[config.mk]
export PLATFORM = sky130hd
export DESIGN_NAME = osc_sweep_ctrl_flat
export DESIGN_NICKNAME = d
export VERILOG_FILES = /design/src/rtl/osc_sweep_ctrl_if.sv /design/src/rtl/osc_sweep_ctrl.sv /design/src/flat_wrapper.sv
export SDC_FILE = /design/constraint.sdc
export NUM_CORES = 1
export LEC_CHECK = 0
export BUFFER_PORTS_ARGS = -buffer_cell sky130_fd_sc_hd__buf_2
export CORE_MARGIN = 2
export CORE_UTILIZATION = 32
export DETAILED_ROUTE_END_ITERATION = 8
export GPL_TIMING_DRIVEN = 0
export PLACE_DENSITY_LB_ADDON = 0.08
export SETUP_SLACK_MARGIN = 0.05
export SLEW_MARGIN = 20
export SYNTH_ARGS = -nofsm -noshare
export SYNTH_HDL_FRONTEND = slang
export SYNTH_SLANG_ARGS = --single-unit
[constraint.sdc]
create_clock -name clk -period 3.86 [get_ports clk]
set_clock_uncertainty 0.05 [all_clocks]
set_input_delay 0.386 -clock clk [delete_from_list [all_inputs] [get_ports clk]]
set_output_delay 0.386 -clock clk [all_outputs]
set_load 0.01 [all_outputs]
[src/rtl/osc_sweep_ctrl_if.sv]
// osc_sweep_ctrl_if: result-record valid/ready channel from the sweep controller to the logger
// master drives res_valid/res_vec/res_osc/res_toggles and samples res_ready; slave is the reverse
interface osc_sweep_ctrl_if #(
  parameter int VEC_W = 8,
  parameter int CNT_W = 4
);
  logic             res_valid;
  logic             res_ready;
  logic [VEC_W-1:0] res_vec;
  logic             res_osc;
  logic [CNT_W-1:0] res_toggles;
  modport master (output res_valid, res_vec, res_osc, res_toggles, input res_ready);
  modport slave  (input res_valid, res_vec, res_osc, res_toggles, output res_ready);
endinterface

[src/rtl/osc_sweep_ctrl.sv]
// osc_sweep_ctrl: exhaustive stimulus sweep for combLogic with settle/observe windows and per-vector result records
// clk, rst (async, active-high); start/abort control; vec_out stimulus; osc_flag_in/node_in observed;
// rs (master) result channel; osc_count oscillating-vector tally; busy during sweep; done one-cycle pulse
module osc_sweep_ctrl #(
  parameter int VEC_W      = 8,
  parameter int NODE_W     = 14,
  parameter int SETTLE_CYC = 4,
  parameter int OBS_CYC    = 8,
  parameter int CNT_W      = $clog2(OBS_CYC + 1)
) (
  input  logic                clk,
  input  logic                rst,
  input  logic                start,
  input  logic                abort,
  output logic [VEC_W-1:0]    vec_out,
  input  logic                osc_flag_in,
  input  logic [NODE_W-1:0]   node_in,
  osc_sweep_ctrl_if.master    rs,
  output logic [VEC_W:0]      osc_count,
  output logic                busy,
  output logic                done
);
  localparam int MAXC = (SETTLE_CYC > OBS_CYC) ? SETTLE_CYC : OBS_CYC;
  localparam int TW   = (MAXC > 1) ? $clog2(MAXC) : 1;
  typedef enum logic [2:0] {IDLE, SETTLE, OBSERVE, REPORT, DONE} state_t;
  state_t            state_q, state_d;
  logic [TW-1:0]     cnt_q, cnt_d;
  logic [VEC_W-1:0]  vec_q, vec_d;
  logic [VEC_W:0]    osc_cnt_q, osc_cnt_d;
  logic [NODE_W-1:0] node_prev_q, node_prev_d;
  logic              sticky_q, sticky_d;
  logic [CNT_W-1:0]  tog_q, tog_d;
  logic              last, hs, launch, timed;
  assign last   = vec_q == '1;
  assign hs     = state_q == REPORT && rs.res_ready && !abort;
  assign launch = state_q == IDLE && state_d == SETTLE;
  assign timed  = state_q == SETTLE || state_q == OBSERVE;
  always_ff @(posedge clk or posedge rst)
    if (rst) state_q <= IDLE;
    else     state_q <= state_d;
  always_comb begin
    state_d = state_q;
    case (state_q)
      IDLE:    state_d = (start && !abort) ? SETTLE : IDLE;
      SETTLE:  state_d = abort ? IDLE : (cnt_q == TW'(SETTLE_CYC - 1)) ? OBSERVE : SETTLE;
      OBSERVE: state_d = abort ? IDLE : (cnt_q == TW'(OBS_CYC - 1)) ? REPORT : OBSERVE;
      REPORT:  state_d = abort ? IDLE : !rs.res_ready ? REPORT : last ? DONE : SETTLE;
      DONE:    state_d = IDLE;
      default: state_d = IDLE;
    endcase
  end
  always_comb begin
    rs.res_valid   = state_q == REPORT;
    rs.res_vec     = vec_q;
    rs.res_osc     = sticky_q;
    rs.res_toggles = tog_q;
    vec_out        = vec_q;
    osc_count      = osc_cnt_q;
    busy           = timed || state_q == REPORT;
    done           = state_q == DONE;
  end
  always_comb begin
    cnt_d       = (timed && state_d == state_q) ? cnt_q + TW'(1) : '0;
    vec_d       = launch ? '0 : (hs && !last) ? vec_q + VEC_W'(1) : vec_q;
    osc_cnt_d   = launch ? '0 : (hs && sticky_q) ? osc_cnt_q + (VEC_W+1)'(1) : osc_cnt_q;
    node_prev_d = timed ? node_in : node_prev_q;
    sticky_d    = (state_q == SETTLE) ? 1'b0 : (state_q == OBSERVE) ? (sticky_q | osc_flag_in) : sticky_q;
    tog_d       = (state_q == SETTLE) ? '0 :
                  (state_q == OBSERVE && node_in != node_prev_q && tog_q != '1) ? tog_q + CNT_W'(1) : tog_q;
  end
  always_ff @(posedge clk or posedge rst)
    if (rst) begin
      cnt_q       <= '0;
      vec_q       <= '0;
      osc_cnt_q   <= '0;
      node_prev_q <= '0;
      sticky_q    <= 1'b0;
      tog_q       <= '0;
    end else begin
      cnt_q       <= cnt_d;
      vec_q       <= vec_d;
      osc_cnt_q   <= osc_cnt_d;
      node_prev_q <= node_prev_d;
      sticky_q    <= sticky_d;
      tog_q       <= tog_d;
    end
endmodule

[src/flat_wrapper.sv]
// flat-port wrapper written by rule: the top's interface ports become plain ports
module osc_sweep_ctrl_flat 
#(
  parameter int VEC_W      = 8,
  parameter int NODE_W     = 14,
  parameter int SETTLE_CYC = 4,
  parameter int OBS_CYC    = 8,
  parameter int CNT_W      = $clog2(OBS_CYC + 1)
)
  (clk, rst, start, abort, vec_out, osc_flag_in, node_in, osc_count, busy, done, rs_res_valid, rs_res_vec, rs_res_osc, rs_res_toggles, rs_res_ready);
  osc_sweep_ctrl_if #(.VEC_W(VEC_W), .CNT_W(CNT_W)) rs_i ();
  input  logic clk;
  input  logic rst;
  input  logic start;
  input  logic abort;
  output logic [VEC_W-1:0] vec_out;
  input  logic osc_flag_in;
  input  logic [NODE_W-1:0] node_in;
  output logic [VEC_W:0] osc_count;
  output logic busy;
  output logic done;
  output wire logic [$bits(rs_i.res_valid)-1:0] rs_res_valid;
  output wire logic [$bits(rs_i.res_vec)-1:0] rs_res_vec;
  output wire logic [$bits(rs_i.res_osc)-1:0] rs_res_osc;
  output wire logic [$bits(rs_i.res_toggles)-1:0] rs_res_toggles;
  input wire logic [$bits(rs_i.res_ready)-1:0] rs_res_ready;
  assign rs_res_valid = rs_i.res_valid;
  assign rs_res_vec = rs_i.res_vec;
  assign rs_res_osc = rs_i.res_osc;
  assign rs_res_toggles = rs_i.res_toggles;
  assign rs_i.res_ready = rs_res_ready;
  osc_sweep_ctrl #(.VEC_W(VEC_W), .NODE_W(NODE_W), .SETTLE_CYC(SETTLE_CYC), .OBS_CYC(OBS_CYC), .CNT_W(CNT_W)) u_core (.clk(clk), .rst(rst), .start(start), .abort(abort), .vec_out(vec_out), .osc_flag_in(osc_flag_in), .node_in(node_in), .rs(rs_i), .osc_count(osc_count), .busy(busy), .done(done));
endmodule
==> impl_metrics.tcl <==
set metrics [dict create \
    synth_area_mm2 0.00222 \
    p_sw_share_pct 25.5 \
    gp_congestion 0.683 \
    root_buffer "clkbuf_8" \
    cts.path.max_buffers 2 \
    wl_per_cell_um 12.7 \
    grt_max_degree 32 \
    grt_usage_pct 12.1 \
    synthTopCellsByArea "dfrtp_1 47%, xor2_1 9.5%, mux2_2 7.1%" \
    whs_ps 291 \
    die_area_mm2 0.00761 \
    synth_warnings 0 \
    viasPerCell 4.61 \
    ys_ff_latch 42 \
    clock.fmax_ghz 0.503 \
    stdcell_count 345 \
    dpl-instance-area_mm2 0.00260 \
    cts.sinks 42 \
    finish.instance_area_mm2 0.00270 \
    drc 0 \
    grt_pass1_wl_mm 7.20 \
    rsz0062_at_grt "no" \
    dr.pass1.iters 4 \
    p_leak_nw 1.41 \
    required_ps 3980 \
    nFillCells 708 \
    dp_cells 336 \
    synth_nets 229 \
    pwr-share-comb_pct 12.9 \
    status "finished, final reports clean" \
    postRouteAntennaNets 0 \
    cts_resized 0 \
    fin_nets 290 \
    layout-drive-gt1-share_pct 37.0 \
    synth.distinct_cells 34 \
    worstPathMaxFanout 8 \
    max_slew_margin_pct 66.9 \
    die-width_um 87.2 \
    hold_viol_final 0 \
    clkTransAtPathRegs_ps 90 \
    p_clk_share_pct 33.3 \
    rows 30 \
    dieHeight_um 87.2 \
    core_mm2 0.00676 \
    area_growth_pct 21.9 \
    yosysTopAreaCell "dfrtp_1" \
    crit_path_start_kind "flip-flop" \
    setup-tns-final_ps 0 \
    avgSynthCellArea_um2 10.9 \
    syn_inst 203 \
    arrival_ps 2110 \
    grt_pass1_vias 1539 \
    io_pins 53 \
    power_density_mw_per_mm2 335 \
    postCtsHoldBufs 1 \
    hpwlAfterDp_mm 3.22 \
    p_int_mw 0.675 \
    drt_iter0_drc 32 \
    cts_tree "yes" \
    clk_latency_ps 290 \
    finalMaxSlewViolations 0 \
    peakVddDrop_uv 112 \
    n_antenna_cell 0 \
    endpoint_kind "flip-flop" \
    gr-total-overflow 0 \
    vias 1592 \
    antenna_found_initial 0 \
    period_share_pct 51.5 \
    period_minus_slack_ps 1990 \
    io_buffer_count 52 \
    start_util_pct 32.8 \
    wl_mm 4.38 \
    power.switching_mw 0.231 \
    maxCapViolations 0 \
    postCtsSetupRepairBufs 0 \
    yosysSeqAreaShare_pct 47.4 \
    crit_type "reg -> reg" \
    synth_top_area_share_pct 47.4 \
    ctsHtreeMaxLevel 2 \
    power_frac_seq_pct 53.9 \
    tightest_slew_ps 493 \
    cts_made_buffers 5 \
    setup_viol 0 \
    min_path_type "in -> reg" \
]
worst paths after layout:
| path | depth (start not counted) | endpoint | slack [ps] | start |
|---|---|---|---|---|
| worst min-delay path | 2 | u_core.state_q[0]$_DFF_PP0_ | 290 | abort |
| worst min register to register | 1 | u_core.cnt_q[0]$_DFF_PP0_ | 390 | u_core.cnt_q[0]$_DFF_PP0_ |
| max in group asynchronous | 4 | u_core.state_q[1]$_DFF_PP0_ | 2780 | rst |
| worst max register to register | 6 | u_core.rs.res_vec[7]$_DFFE_PP0P_ | 1870 | u_core.rs.res_vec[0]$_DFFE_PP0P_ |
| worst max-delay path | 6 | u_core.rs.res_vec[7]$_DFFE_PP0P_ | 1870 | u_core.rs.res_vec[0]$_DFFE_PP0P_ |
| min in group asynchronous | 3 | u_core.node_prev_q[12]$_DFFE_PP0P_ | 520 | rst |
state kept, by name, summed over array words and instances, names as in the netlist:
name / flops
u_core.rs.res_toggles: 4
u_core.osc_count: 9
u_core.rs.res_osc: 1
u_core.cnt_q: 3
u_core.rs.res_vec: 8
u_core.state_q: 3
u_core.node_prev_q: 14
routing by layer:
layer	GRT usage, %	wire (µm)	part of all wire, %	vias up
li1	-	-	-	799
met1	14.6	2010	46	754
met2	20.7	2100	48	34
met3	3.41	214	4.9	5
met4	4.20	61	1.4	0
met5	0	0	0	-
kinds of logic (layout without fill, tap and decap cells):
kind of cell	after synthesis	count (layout)	synth area share, %
fa+ha+maj	6	6	3.39
flops	42	42	47.4
buf+inv	22	84	5.64
simple gates	69	69	17.5
mux	20	20	9.82
xor+xnor	29	29	11.5
compound gates	15	15	4.80
cells in the mapped netlist:
library cell,n
a211oi_1,1
a21oi_1,1
a21oi_2,1
a22oi_1,1
a311oi_4,1
a31oi_1,1
and2_1,1
and3_1,5
and4bb_2,1
buf_2,1
buf_4,11
clkbuf_1,1
dfrtp_1,42
ha_1,6
inv_1,9
mux2_2,14
mux2i_1,6
nand2_1,9
nand2b_1,2
nand2b_4,1
nand3_1,8
nand3b_1,1
nand3b_4,1
nand4_1,4
nor2_1,26
nor2_2,1
nor3_1,2
nor4_1,3
nor4_2,2
nor4_4,1
o21ai_0,9
or2_2,1
xnor2_1,5
xor2_1,24
layout by cell type, fill, tap and decap left out, types with 5 or more instances in the layout:
| cell type | n |
|---|---|
| buf_2 | 53 |
| dfrtp_1 | 42 |
| nor2_1 | 26 |
| xor2_1 | 24 |
| mux2_2 | 14 |
| buf_4 | 11 |
| o21ai_0 | 9 |
| nand2_1 | 9 |
| inv_1 | 8 |
| nand3_1 | 8 |
| mux2i_1 | 6 |
| ha_1 | 6 |
| clkbuf_8 | 6 |
| and3_1 | 5 |
| xnor2_1 | 5 |
through the flow:
stage               util, %  total power, mW  setup slack (ps)
finish                 40.0            0.906              1870
global route           40.0            0.962              1680
detailed placement     38.4            0.617              1860
global placement       38.1            0.613              1710
floorplan                 -            0.579              2040
CTS                    40.0            0.928              1830
layout make-up:
cell class / instances / area [µm²] / share of cell area (%)
inverters: 9 / 33.8 / 1.25
flip-flops and latches: 42 / 1050 / 38.9
well taps: 80 / 100 / 3.70
repair buffers: 54 / 290 / 10.7
clock buffers: 6 / 82.6 / 3.06
plain buffers: 13 / 91.3 / 3.38
clock inverters: 2 / 12.5 / 0.463
multi-input cells: 139 / 1040 / 38.5
power by group through the flow:
stage	logic (mW)	registers [mW]	clock network, mW
2_1_floorplan	0.0847	0.495	0
3_3_place_gp	0.116	0.496	0
3_5_place_dp	0.120	0.497	0
4_1_cts	0.121	0.488	0.319
5_1_grt	0.131	0.491	0.339
6_report	0.116	0.488	0.302
critical path: stages (launching register included):
cell and delay [ps]:
dfrtp_1 440, ha_1 230, and3_1 250, a311oi_4 480, nand4_1 190, xor2_1 170
nor2_1 50
Power figures use the tool's default switching activity.
